$ cat config.mk
export PLATFORM = sky130hd
export DESIGN_NAME = pool_job_sequencer
export DESIGN_NICKNAME = d
export VERILOG_FILES = /design/src/rtl/pool_job_sequencer.sv
export SDC_FILE = /design/constraint.sdc
export NUM_CORES = 2
export LEC_CHECK = 0
export ABC_AREA = 0
export CORE_ASPECT_RATIO = 2
export CORE_UTILIZATION = 40
export CTS_CLUSTER_SIZE = 10
export DETAILED_ROUTE_END_ITERATION = 16
export SYNTH_ARGS = -nofsm -noshare
export SYNTH_HDL_FRONTEND = slang
export SYNTH_SLANG_ARGS = --single-unit
$ cat constraint.sdc
create_clock -name clk -period 7.3 [get_ports clk]
set_input_delay 1.46 -clock clk [delete_from_list [all_inputs] [get_ports clk]]
set_output_delay 1.46 -clock clk [all_outputs]
set_load 0.05 [all_outputs]
$ cat src/rtl/pool_job_sequencer.sv
// Job controller feeding the shapool hasher pool from a small job queue.
// Optional: POOL_JOB_SEQ_SKIP_EXHAUSTED_EN drops exhausted jobs without a report.
module pool_job_sequencer #(
   parameter int JOB_WIDTH        = 360,
   parameter int RESULT_WIDTH     = 32,
   parameter int QUEUE_DEPTH      = 2,
   parameter int QUEUE_DEPTH_LOG2 = 1,
   parameter int RUN_LIMIT_WIDTH  = 31
) (
   input  logic                        clk,
   input  logic                        reset,
   input  logic [JOB_WIDTH-1:0]        job_in,
   input  logic                        job_valid_in,
   output logic                        job_ready_out,
   input  logic                        flush_in,
   output logic [JOB_WIDTH-1:0]        pool_job_out,
   output logic                        pool_reset_n_out,
   input  logic                        pool_success_in,
   input  logic [RESULT_WIDTH-1:0]     pool_nonce_in,
   output logic [RESULT_WIDTH-1:0]     result_out,
   output logic                        result_valid_out,
   input  logic                        result_ack_in,
   output logic                        exhausted_out,
   output logic                        busy_out,
   output logic [QUEUE_DEPTH_LOG2:0]   queue_count_out
);

   typedef enum logic [1:0] {
      S_IDLE,
      S_LAUNCH,
      S_RUN,
      S_REPORT
   } state_t;

   localparam logic [QUEUE_DEPTH_LOG2:0] DEPTH_C =
      (QUEUE_DEPTH_LOG2+1)'(QUEUE_DEPTH);

   state_t                       state_q, state_d;
   logic [JOB_WIDTH-1:0]         mem_q [QUEUE_DEPTH];
   logic [JOB_WIDTH-1:0]         mem_d [QUEUE_DEPTH];
   logic [QUEUE_DEPTH_LOG2-1:0]  head_q, head_d;
   logic [QUEUE_DEPTH_LOG2-1:0]  tail_q, tail_d;
   logic [QUEUE_DEPTH_LOG2:0]    count_q, count_d;
   logic [JOB_WIDTH-1:0]         job_q, job_d;
   logic [RESULT_WIDTH-1:0]      result_q, result_d;
   logic                         valid_q, valid_d;
   logic                         exh_q, exh_d;
   logic [RUN_LIMIT_WIDTH-1:0]   run_cnt_q, run_cnt_d;
   logic [RUN_LIMIT_WIDTH-1:0]   run_next;
   logic                         push;
   logic                         pop;
   logic                         limit;

   assign job_ready_out    = (count_q < DEPTH_C);
   assign push             = job_valid_in && job_ready_out && !flush_in;
   assign pop              = (state_q == S_IDLE) && (count_q != '0) && !flush_in;
   assign run_next         = run_cnt_q + 1'b1;
   assign limit            = &run_next;

   assign pool_job_out     = job_q;
   assign pool_reset_n_out = (state_q == S_RUN);
   assign result_out       = result_q;
   assign result_valid_out = valid_q;
   assign exhausted_out    = exh_q;
   assign busy_out         = (state_q != S_IDLE);
   assign queue_count_out  = count_q;

   always_comb begin
      mem_d   = mem_q;
      head_d  = head_q;
      tail_d  = tail_q;
      count_d = count_q;
      if (flush_in) begin
         head_d  = '0;
         tail_d  = '0;
         count_d = '0;
      end else begin
         if (push) begin
            mem_d[tail_q] = job_in;
            tail_d        = tail_q + 1'b1;
         end
         if (pop) begin
            head_d = head_q + 1'b1;
         end
         unique case ({push, pop})
            2'b10:   count_d = count_q + 1'b1;
            2'b01:   count_d = count_q - 1'b1;
            default: count_d = count_q;
         endcase
      end
   end

   always_comb begin
      state_d   = state_q;
      job_d     = job_q;
      result_d  = result_q;
      valid_d   = valid_q;
      exh_d     = exh_q;
      run_cnt_d = run_cnt_q;
      unique case (state_q)
         S_IDLE: begin
            exh_d = 1'b0;
            if (pop) begin
               job_d   = mem_q[head_q];
               state_d = S_LAUNCH;
            end
         end
         S_LAUNCH: begin
            state_d = S_RUN;
         end
         S_RUN: begin
            run_cnt_d = run_next;
            // success outranks the run limit when both land together
            if (pool_success_in) begin
               result_d = pool_nonce_in;
               exh_d    = 1'b0;
               valid_d  = 1'b1;
               state_d  = S_REPORT;
            end else if (limit) begin
               result_d = '0;
               exh_d    = 1'b1;
`ifdef POOL_JOB_SEQ_SKIP_EXHAUSTED_EN
               run_cnt_d = '0;
               state_d   = S_IDLE;
`else
               valid_d   = 1'b1;
               state_d   = S_REPORT;
`endif
            end
         end
         S_REPORT: begin
            if (result_ack_in) begin
               valid_d   = 1'b0;
               exh_d     = 1'b0;
               run_cnt_d = '0;
               state_d   = S_IDLE;
            end
         end
         default: begin
            state_d = S_IDLE;
         end
      endcase
      if (flush_in) begin
         state_d   = S_IDLE;
         valid_d   = 1'b0;
         exh_d     = 1'b0;
         run_cnt_d = '0;
      end
   end

   always_ff @(posedge clk) begin
      if (reset) begin
         state_q   <= S_IDLE;
         mem_q     <= '{default: '0};
         head_q    <= '0;
         tail_q    <= '0;
         count_q   <= '0;
         job_q     <= '0;
         result_q  <= '0;
         valid_q   <= 1'b0;
         exh_q     <= 1'b0;
         run_cnt_q <= '0;
      end else begin
         state_q   <= state_d;
         mem_q     <= mem_d;
         head_q    <= head_d;
         tail_q    <= tail_d;
         count_q   <= count_d;
         job_q     <= job_d;
         result_q  <= result_d;
         valid_q   <= valid_d;
         exh_q     <= exh_d;
         run_cnt_q <= run_cnt_d;
      end
   end

endmodule

==> flow_summary.yaml <==
critical_path:
  cp-startpoint: "state_q[0]"
  worstPathCellList: "inv_1, ha_1, clkdlybuf4s50_1"
  cp_max_fo: 9
  timing.rr.start: "run_cnt_q[0]"
  reg2reg_to: "result_out[31]"
  crit_family: "buffers and inverters"
  end_kind: "primary output"
  cp_num_cells: 3
  cp-endpoint: "pool_reset_n_out"
  critPathMaxStageDelay_ps: 900
  path_class: "reg2out"
  slowest_stage: "clkdlybuf4s50_1"
  crit_path_start_kind: "flop"
  cp.required_ps: 5840
  cp_data_arrival_time_ps: 2490
  r2r_slack_ps: 3760
  reg2reg_depth: 10
  worst-path-buf-inv: 2
place:
  hpwl_um: 86000
  portBuffers: 796
  gp_congestion: 0.852
  placedInstanceArea_um2: 52100
yosys:
  async_flop_share_pct: 0
  synth_top_family_by_area: "simple AND/OR/NAND/NOR gates"
  synthesis.area_um2: 43500
  netlist_top_cells_area: "dfxtp_1 53%, nand2_1 13%, a21oi_1 9.0%, mux2i_1 8.3%, a211oi_1 6.3%"
  synth.area.mux_share_pct: 8.32
  yosysTopAreaCell: "dfxtp_1"
  synth_adder_area_share_pct: 0.202
  yosys-top-cells-count: "1501 x nand2_1, 1151 x dfxtp_1, 780 x a21oi_1"
  synth_xor_area_share_pct: 0.242
  synthSimpleGateAreaFrac_pct: 17.8
  yosysSeqAreaShare_pct: 53.0
  synth_compound_area_share_pct: 16.5
  syn_avg_cell_area_um2: 8.35
  ys_warn_count: 0
  synth_top_area_share_pct: 53.0
  synth-main-ff-cell: "dfxtp_1"
  synth_seq_cells: 1151
  synth-edff-count: 0
  synth_nets: 5608
  synth.most_common_cell: "nand2_1"
  synthCells: 5203
  yosysUniqueCellTypes: 53
clocking:
  cts-root-buf: "clkbuf_16"
  path_clk_slew_ps: 50
  cts_resized: 0
  ctsHoldBuffers: 0
  htree_levels: 4
  cts_setup_buffers: 0
  cts_buffer_depth: 3
  cts_tree: "done"
  clock-sinks: 1151
  clk_latency_ps: 740
  cts_inserted_buffers: 133
layout:
  ff_latch_area_um2: 23000
  multiInputGateArea_um2: 18800
  nFillCells: 10214
  syn_to_final_growth_pct: 28.2
  drive_gt1_share_pct: 3.67
  fin_area_um2: 55700
  nets: 6145
grt:
  grt_pass1_wl_um: 209000
  antenna_found_initial: 43
  first_global_vias: 35102
  grt-ovfl-total: 0
  grt_max_degree: 242
  grtUsageTotal_pct: 24.1
route:
  ant_nets: 0
  wl_per_cell_um: 19.1
  dr.pass1.iters: 6
  drt-initial-drc-count: 2279
  drt-vias-per-instance: 5.23
  drcViolationCount: 0
  wl_um: 136000
  vias: 37360
timing:
  timing.fmax_mhz: 253
  tightestPinTransition_ps: 1200
  tns_ps: 0
  min_period_over_period_pct: 54.2
  period_minus_slack_ps: 3950
  drv_slew: 0
  setup_violations: 0
  finalHoldViolations: 0
  worst_clock_skew_ps: 22.1
  relSlewSlack_pct: 19.9
  rsz0062_at_grt: "false"
floorplanning:
  io_pins: 797
  die_x_um: 235
  start_util_pct: 40.5
  die_height_um: 468
  core_area_um2: 107000
  rows: 170
  die_area_um2: 110000
power_and_ir_drop:
  p_leak_uw: 0.0174
  p_per_area_nw_per_um2: 249
  vdd_drop_max_uv: 230
hold_path:
  min_from: "mem_q[459]"
  hold_path_class: "reg2reg"
job:
  maxCapViolations: 0
run_status:
  status: "finished, final reports clean"
## worst min-delay path, delay by kind of cell, from the launching register on
kind | cells | cell delay, ps
compound gates | 1 | 50
simple gates | 1 | 50
flops | 1 | 300
## state kept, by name, summed over array words and instances (netlist names)
name,count
exhausted_out,1
head_q,1
mem_q,720
pool_job_out,360
queue_count_out,2
result_out,32
result_valid_out,1
run_cnt_q,31
state_q,2
tail_q,1
## stage by stage
step                hold slack [ps]  std cells  util, %  setup slack [ps]  power (µW)
floorplan                       436       5203        -              4060        7540
global placement                440       6981     48.5              3070        8150
detailed placement              446       6981     48.5              3010        8170
CTS                             453       7132     51.8              3240       14000
global route                    465       7135     51.8              3160       14400
finish                          450       7138     51.9              3350       13800
## how the worst min path moves through the flow
stage                 end  slack (ps)  depth (start not counted)
3_5_place_dp   mem_q[369]         450                          2
4_1_cts        mem_q[369]         450                          2
3_3_place_gp    mem_q[66]         440                          2
5_1_grt        mem_q[435]         470                          2
2_1_floorplan  mem_q[360]         440                          2
6_report       mem_q[459]         450                          2
## cells by family (layout without fill, tap and decap cells)
logic type	count (synthesis)	after routing
buf+inv	445	998
simple gates	1994	1994
compound gates	1233	1233
other cells	0	6
xor+xnor	12	12
fa+ha+maj	7	7
mux	361	361
flops	1151	1151
## where the power goes
group          switching (µW)  total, µW  internal [µW]
Sequential                106       6590           6490
Clock                    2510       5810           3310
Combinational             889       1440            547
Total                    3500      13800          10300
## layout make-up
cell class	count	area share [%]
clock buffers	140	6.15
inverters	9	0.0606
repair buffers	838	15.4
diodes	6	0.0270
multi-input cells	3607	33.7
clock inverters	11	0.231
flip-flops and latches	1151	41.4
well taps	1376	3.09
## per-layer routing
layer | track usage [%] | part of all wire [%] | vias to the layer above
met5 | 0 | 0.32 | -
met4 | 6.93 | 2.2 | 68
met3 | 10.6 | 11 | 238
met2 | 38.6 | 46 | 1107
met1 | 29.0 | 41 | 17406
li1 | - | - | 18541
## layout by cell type, fill, tap and decap left out, drive strengths merged, types with 2 or more instances in the layout
cell           count
and4               4
or2                4
clkbuf           140
nand4             13
or4                4
a31oi              8
o211ai             3
a311oi             5
inv               16
nand3             16
nor4              12
xnor2              7
nor2             408
ha                 7
o21ai             55
mux2i            361
nand2           1501
a21o               2
xor2               5
nand4b             2
a21oi            782
and3               3
buf               43
dfxtp           1151
a22oi              2
or4b               2
diode              6
clkdlybuf4s50    795
nand2b             2
o21a               4
clkinv             3
or3                9
a211oi           365
nor3              11
Power figures use the tool's default switching activity.
